**src/rtl/sum_uart_rx_if.sv**
```systemverilog
// ---------------------------------------------------------------------------
// sum_uart_rx_if -- consumer-side handshake of the sum UART receiver.
//   rx_data      [7:0] last correctly framed byte (receiver -> consumer)
//   rx_valid           byte pending, held until rx_ack
//   rx_frame_err       one-cycle pulse on a bad stop bit
//   rx_overrun         sticky, a byte landed while one was still pending
//   rx_busy            receiver is inside a frame (not IDLE)
//   rx_ack             one-cycle acknowledge (consumer -> receiver)
// master = receiver, slave = consumer.
// ---------------------------------------------------------------------------
interface sum_uart_rx_if;
  logic [7:0] rx_data;
  logic       rx_valid;
  logic       rx_frame_err;
  logic       rx_overrun;
  logic       rx_busy;
  logic       rx_ack;

  modport master (
    output rx_data, rx_valid, rx_frame_err, rx_overrun, rx_busy,
    input  rx_ack
  );

  modport slave (
    input  rx_data, rx_valid, rx_frame_err, rx_overrun, rx_busy,
    output rx_ack
  );
endinterface

```
**src/rtl/sum_uart_rx.sv**
```systemverilog
// ---------------------------------------------------------------------------
// sum_uart_rx -- 8N1 UART receiver recovering the sum byte sent by the
// sum/latch UART transmitter.
//   clk        system clock, rising edge
//   reset_n    asynchronous active-low reset
//   uart_rxd   serial line, idle high, LSB first, asynchronous to clk
//   rx         sum_uart_rx_if.master: rx_data/rx_valid/rx_frame_err/
//              rx_overrun/rx_busy out, rx_ack in
// Parameter CLKS_PER_BIT (8..65535) is the number of clk cycles per bit.
// ---------------------------------------------------------------------------
module sum_uart_rx #(
  parameter int CLKS_PER_BIT = 87
) (
  input  logic          clk,
  input  logic          reset_n,
  input  logic          uart_rxd,
  sum_uart_rx_if.master rx
);

  localparam logic [15:0] HALF_LAST = 16'(CLKS_PER_BIT / 2 - 1);
  localparam logic [15:0] BIT_LAST  = 16'(CLKS_PER_BIT - 1);

  typedef enum logic [2:0] {IDLE, START, DATA, STOP, WAIT_IDLE} state_t;

  state_t      state_reg;
  logic        sync1_reg;
  logic        rxs_reg;
  logic [15:0] cnt_reg;
  logic [2:0]  idx_reg;
  logic [7:0]  shift_reg;

  // Two-flop synchronizer; resets to the idle (high) line level so a reset
  // release never looks like a start bit.
  always_ff @(posedge clk or negedge reset_n) begin
    if (!reset_n) begin
      sync1_reg <= 1'b1;
      rxs_reg   <= 1'b1;
    end else begin
      sync1_reg <= uart_rxd;
      rxs_reg   <= sync1_reg;
    end
  end

  always_ff @(posedge clk or negedge reset_n) begin
    if (!reset_n) begin
      state_reg       <= IDLE;
      cnt_reg         <= 16'd0;
      idx_reg         <= 3'd0;
      shift_reg       <= 8'h00;
      rx.rx_data      <= 8'h00;
      rx.rx_valid     <= 1'b0;
      rx.rx_frame_err <= 1'b0;
      rx.rx_overrun   <= 1'b0;
      rx.rx_busy      <= 1'b0;
    end else begin
      rx.rx_frame_err <= 1'b0;

      // Acknowledge only matters while a byte is pending. A byte completing
      // in the same cycle overrides these assignments further down.
      if (rx.rx_ack && rx.rx_valid) begin
        rx.rx_valid   <= 1'b0;
        rx.rx_overrun <= 1'b0;
      end

      case (state_reg)
        IDLE: begin
          if (!rxs_reg) begin
            state_reg  <= START;
            cnt_reg    <= 16'd0;
            rx.rx_busy <= 1'b1;
          end
        end

        // Re-check the line at mid start bit to reject short glitches.
        START: begin
          if (cnt_reg == HALF_LAST) begin
            cnt_reg <= 16'd0;
            if (!rxs_reg) begin
              state_reg <= DATA;
              idx_reg   <= 3'd0;
            end else begin
              state_reg  <= IDLE;
              rx.rx_busy <= 1'b0;
            end
          end else begin
            cnt_reg <= cnt_reg + 16'd1;
          end
        end

        DATA: begin
          if (cnt_reg == BIT_LAST) begin
            cnt_reg            <= 16'd0;
            shift_reg[idx_reg] <= rxs_reg;
            if (idx_reg == 3'd7) begin
              state_reg <= STOP;
            end else begin
              idx_reg <= idx_reg + 3'd1;
            end
          end else begin
            cnt_reg <= cnt_reg + 16'd1;
          end
        end

        // Returning to IDLE on the stop sample leaves the rest of the stop
        // bit free to catch an immediately following start bit.
        STOP: begin
          if (cnt_reg == BIT_LAST) begin
            cnt_reg <= 16'd0;
            if (rxs_reg) begin
              rx.rx_data    <= shift_reg;
              rx.rx_valid   <= 1'b1;
              // Overrun only if the previous byte is still pending and is
              // not being acknowledged right now; an ack clears it.
              rx.rx_overrun <= (rx.rx_valid && !rx.rx_ack) ? 1'b1 :
                               (rx.rx_ack ? 1'b0 : rx.rx_overrun);
              state_reg     <= IDLE;
              rx.rx_busy    <= 1'b0;
            end else begin
              rx.rx_frame_err <= 1'b1;
              state_reg       <= WAIT_IDLE;
            end
          end else begin
            cnt_reg <= cnt_reg + 16'd1;
          end
        end

        // A stuck-low line must not retrigger a frame (and another error).
        WAIT_IDLE: begin
          if (rxs_reg) begin
            state_reg  <= IDLE;
            rx.rx_busy <= 1'b0;
          end
        end

        default: begin
          state_reg  <= IDLE;
          rx.rx_busy <= 1'b0;
        end
      endcase
    end
  end

endmodule

```
**src/flat_wrapper.sv**
```systemverilog
// flat-port wrapper written by rule: the top's interface ports become plain ports
module sum_uart_rx_flat 
#(
  parameter int CLKS_PER_BIT = 87
)
  (clk, reset_n, uart_rxd, rx_rx_data, rx_rx_valid, rx_rx_frame_err, rx_rx_overrun, rx_rx_busy, rx_rx_ack);
  sum_uart_rx_if rx_i ();
  input  logic clk;
  input  logic reset_n;
  input  logic uart_rxd;
  output wire logic [$bits(rx_i.rx_data)-1:0] rx_rx_data;
  output wire logic [$bits(rx_i.rx_valid)-1:0] rx_rx_valid;
  output wire logic [$bits(rx_i.rx_frame_err)-1:0] rx_rx_frame_err;
  output wire logic [$bits(rx_i.rx_overrun)-1:0] rx_rx_overrun;
  output wire logic [$bits(rx_i.rx_busy)-1:0] rx_rx_busy;
  input wire logic [$bits(rx_i.rx_ack)-1:0] rx_rx_ack;
  assign rx_rx_data = rx_i.rx_data;
  assign rx_rx_valid = rx_i.rx_valid;
  assign rx_rx_frame_err = rx_i.rx_frame_err;
  assign rx_rx_overrun = rx_i.rx_overrun;
  assign rx_rx_busy = rx_i.rx_busy;
  assign rx_i.rx_ack = rx_rx_ack;
  sum_uart_rx #(.CLKS_PER_BIT(CLKS_PER_BIT)) u_core (.clk(clk), .reset_n(reset_n), .uart_rxd(uart_rxd), .rx(rx_i));
endmodule
```
**config.mk**
```make
export PLATFORM = sky130hd
export DESIGN_NAME = sum_uart_rx_flat
export DESIGN_NICKNAME = d
export VERILOG_FILES = /design/src/rtl/sum_uart_rx_if.sv /design/src/rtl/sum_uart_rx.sv /design/src/flat_wrapper.sv
export SDC_FILE = /design/constraint.sdc
export NUM_CORES = 1
export LEC_CHECK = 0
export CORE_AREA = 2 2 67 84
export CTS_CLUSTER_SIZE = 24
export DETAILED_ROUTE_END_ITERATION = 8
export DIE_AREA = 0 0 69 86
export GPL_ROUTABILITY_DRIVEN = 1
export SLEW_MARGIN = 20
export SYNTH_ARGS = -nofsm -noshare
export SYNTH_HDL_FRONTEND = slang
export SYNTH_SLANG_ARGS = --single-unit
```
**constraint.sdc**
```tcl
create_clock -name clk -period 5.88 [get_ports clk]
set_clock_uncertainty 0.2 [all_clocks]
set_input_delay 0.882 -clock clk [delete_from_list [all_inputs] [get_ports clk]]
set_output_delay 0.882 -clock clk [all_outputs]
set_load 0.01 [all_outputs]
```
==> qor.csv <==
stage,metric,value,unit
worst_setup_path,CP Class,reg -> reg,
power,Pleak,0.00113,uW
drt,DR pass1 iterations,4,
global_routing,pin count of the biggest net entering global routing,45,
worst_setup_path,CP max stage delay,0.60,ns
drt,Via-to-Cell Ratio,5.79,
sta,final hold vios,0,
synth,Async SR Flop Fraction,100,%
layout,fillcell total,473,
sta,Final setup viols,0,
sta,Tcrit/Tclk final,44.8,%
layout,max reg flops,16,
clock_tree,H-tree levels,2,
synth,post-synth top area share,47.0,%
worst_setup_path,CP top delay family,simple AND/OR/NAND/NOR gates,
layout,share of post-route cells with drive strength above 1,17.5,%
place,I/O Buffers,15,
power,PD cells,244,mW/mm^2
synth,sequential share of the synthesized area,49.3,%
sta,RSZ-0062 raised after global routing,no,
worst_setup_path,Worst Path Required,5.86,ns
floorplanning,Core Rows,29,
floorplanning,# IOs,16,
worst_setup_path,Worst R2R End,u_core.shift_reg[6]$_DFFE_PN0P_,
drt,vias post-DR,1678,
clock_tree,Post-CTS Hold Buffers,0,
synth,synth warn,0,
clock_tree,clk root buf,clkbuf_8,
sta,fmax,379,MHz
job,max cap viols,0,
floorplanning,core area,0.00508,mm^2
min_path,Hold Path Origin,u_core.sync1_reg$_DFF_PN1_,
synth,post-synthesis instance total,211,
global_routing,initial antenna violation count,0,
drt,final antenna-violating net count,0,
drt,average wire per standard cell,15.6,um
layout,nets@finish,235,
min_path,worst hold stages,0,
synth,"Top FF cell, synth",dfrtp_1,
floorplanning,Die H,86,um
clock_tree,CTS tree,built,
clock_tree,clock buffer count from CTS,5,
floorplanning,Initial Util,44.0,%
run_status,outcome,finished clean,
global_routing,GRT Util Overall,16.8,%
sta,max_slew headroom,44.4,%
worst_setup_path,critical-path maximum fanout,5,
worst_setup_path,cells on worst reg2reg path,5,
drt,final wirelength,4510,um
worst_setup_path,number of buffers and inverters on the critical path,0,
synth,cell accounting for the most synthesized area,dfrtp_1,
worst_setup_path,CP Cell Sequence,"or4_4, or2_4, nor3_1, and4b_1, mux2_2",
synth,Post-synth EDFFs,0,
clock_tree,post-CTS setup buffers,0,
worst_setup_path,startpoint type of the worst setup path,flop,
clock_tree,maximum clock path buffer count,2,
clock_tree,Clock Sinks,44,
synth,syn_area_per_cell,10.6,um^2
sta,PnR worst setup slack,3.24,ns
layout,Ant. Diodes,0,
clock_tree,Worst-Skew Late Latency,0.29,ns
min_path,Min-Delay Endpoint,u_core.rxs_reg$_DFF_PN1_,
layout,final core occ,50.2,%
synth,"Distinct cells, synth",49,
clock_tree,# resized after CTS,0,
place,Final HPWL DP,3120,um
sta,Final TNS setup,0,ns
clock_tree,clock-pin transition on the worst setup and hold timing paths,0.08,ns
power,Max VDD drop,0.136,mV
worst_setup_path,flop2flop setup slack,3.24,ns
floorplanning,die extent in x,69,um
worst_setup_path,worst r2r src,u_core.cnt_reg[10]$_DFFE_PN0P_,
synth,cell area after synthesis,0.00224,mm^2
global_routing,vias in the first global route,1675,
place,RD Place Congestion,0.778,
place,pre-CTS setup slack,3.24,ns
worst_setup_path,total stage count of the critical path,5,
floorplanning,Die ar.,0.00593,mm^2
worst_setup_path,Worst EP arrival,2.62,ns
sta,worst-margin pin slew,0.835,ns
drt,drt drc,0,
synth,Area contributors post-synth,"dfrtp_1 (47%), mux2_2 (8.1%), a21oi_1 (2.9%), nand2_1 (2.7%), dfstp_2 (2.3%)",
global_routing,first-pass GRT wire length,8100,um
synth,Seq cells post-synth,44,
worst_setup_path,CP Capture Type,flop,
sta,"Slew Viols, Final",0,
sta,Tmin final,2.64,ns
min_path,min-delay worst type,reg -> reg,
worst_setup_path,"Slowest-stage cell, CP",or4_4,
global_routing,Congestion Overflow GR,0,
drt,DR iter-0 viols,98,
synth,Syn Nets,219,
layout,area grow syn2layout,14.0,%
how the worst max path moves through the flow:
stage | start | end | slack (ns)
after global placement | u_core.cnt_reg[10]$_DFFE_PN0P_ | u_core.shift_reg[4]$_DFFE_PN0P_ | 3.28
final | u_core.cnt_reg[10]$_DFFE_PN0P_ | u_core.shift_reg[6]$_DFFE_PN0P_ | 3.24
after CTS | u_core.cnt_reg[10]$_DFFE_PN0P_ | u_core.shift_reg[6]$_DFFE_PN0P_ | 3.24
after global routing | u_core.cnt_reg[0]$_DFFE_PN0P_ | u_core.cnt_reg[5]$_DFFE_PN0P_ | 3.07
after detailed placement | u_core.cnt_reg[10]$_DFFE_PN0P_ | u_core.shift_reg[6]$_DFFE_PN0P_ | 3.24
after floorplan | u_core.cnt_reg[10]$_DFFE_PN0P_ | u_core.shift_reg[5]$_DFFE_PN0P_ | 3.34
layout by cell type (no fill, tap or decap), drive strengths merged, types with 8 or more instances in the layout:
cell type      instances
a21oi                 13
nand2                 16
o21ai                 11
inv                    8
clkdlybuf4s50         14
nand3                  9
nor2                  11
mux2                  17
dfrtp                 42
cells in the mapped netlist, drive strengths merged, types with 2 or more instances:
library cell and instances:
dfstp 2, and4 2, a41oi 2, nand4 2
nor4 2, nor2 11, nand2b 2, ha 4
or2 4, and3 3, a31oi 7, or3 7
or3b 2, a21o 4, clkbuf 6, o21ai 11
mux2 17, nor3 7, a21oi 13, nor3b 3
a22o 4, dfrtp 42, and2 2, o22ai 3
or4 3, inv 8, nand2 16, nand3 9
area by class of cell:
| class | count | area (um^2) | area share (%) |
|---|---|---|---|
| sequential | 44 | 1100 | 43.3 |
| timing repair buffer | 16 | 155 | 6.08 |
| inverter | 8 | 30.0 | 1.18 |
| tap | 62 | 77.6 | 3.04 |
| multi-input combinational | 152 | 1080 | 42.2 |
| clock buffer | 6 | 72.6 | 2.85 |
| clock inverter | 2 | 35.0 | 1.37 |
cells by family (layout without fill, tap and decap cells):
logic type	Yosys count	in the layout	share of synthesized area, %
AOI/OAI and AO/OA	48	48	13.4
and+or+nand+nor	81	81	23.0
xor gates and xnor gates	1	1	0.392
adders and majority gates	4	4	2.24
DFF	44	44	49.3
muxes	18	18	9.00
buffers and inverters	15	32	2.57
report_power, final:
group | switching (uW) | internal, uW | total (uW)
logic | 38.9 | 27.1 | 65.9
registers | 15.8 | 312 | 328
clock network | 103 | 126 | 229
total | 158 | 465 | 623
metal layers:
layer	vias to the layer above	GRT usage, %	share of wire [%]
li1	811	-	-
met1	831	21.1	45
met2	30	29.3	51
met3	6	3.17	2.5
met4	0	4.99	1.2
met5	-	0	0
metrics by stage:
| step | hold WS, ns | power, uW | instances | cell area [um^2] |
|---|---|---|---|---|
| 2_1_floorplan | 0.145 | 374 | 211 | 2240 |
| 3_3_place_gp | 0.146 | 399 | 282 | 2440 |
| 3_5_place_dp | 0.147 | 400 | 282 | 2440 |
| 4_1_cts | 0.159 | 631 | 290 | 2550 |
| 5_1_grt | 0.167 | 656 | 290 | 2550 |
| 6_report | 0.158 | 623 | 290 | 2550 |
Note: power is estimated with default switching activity, not from simulation.
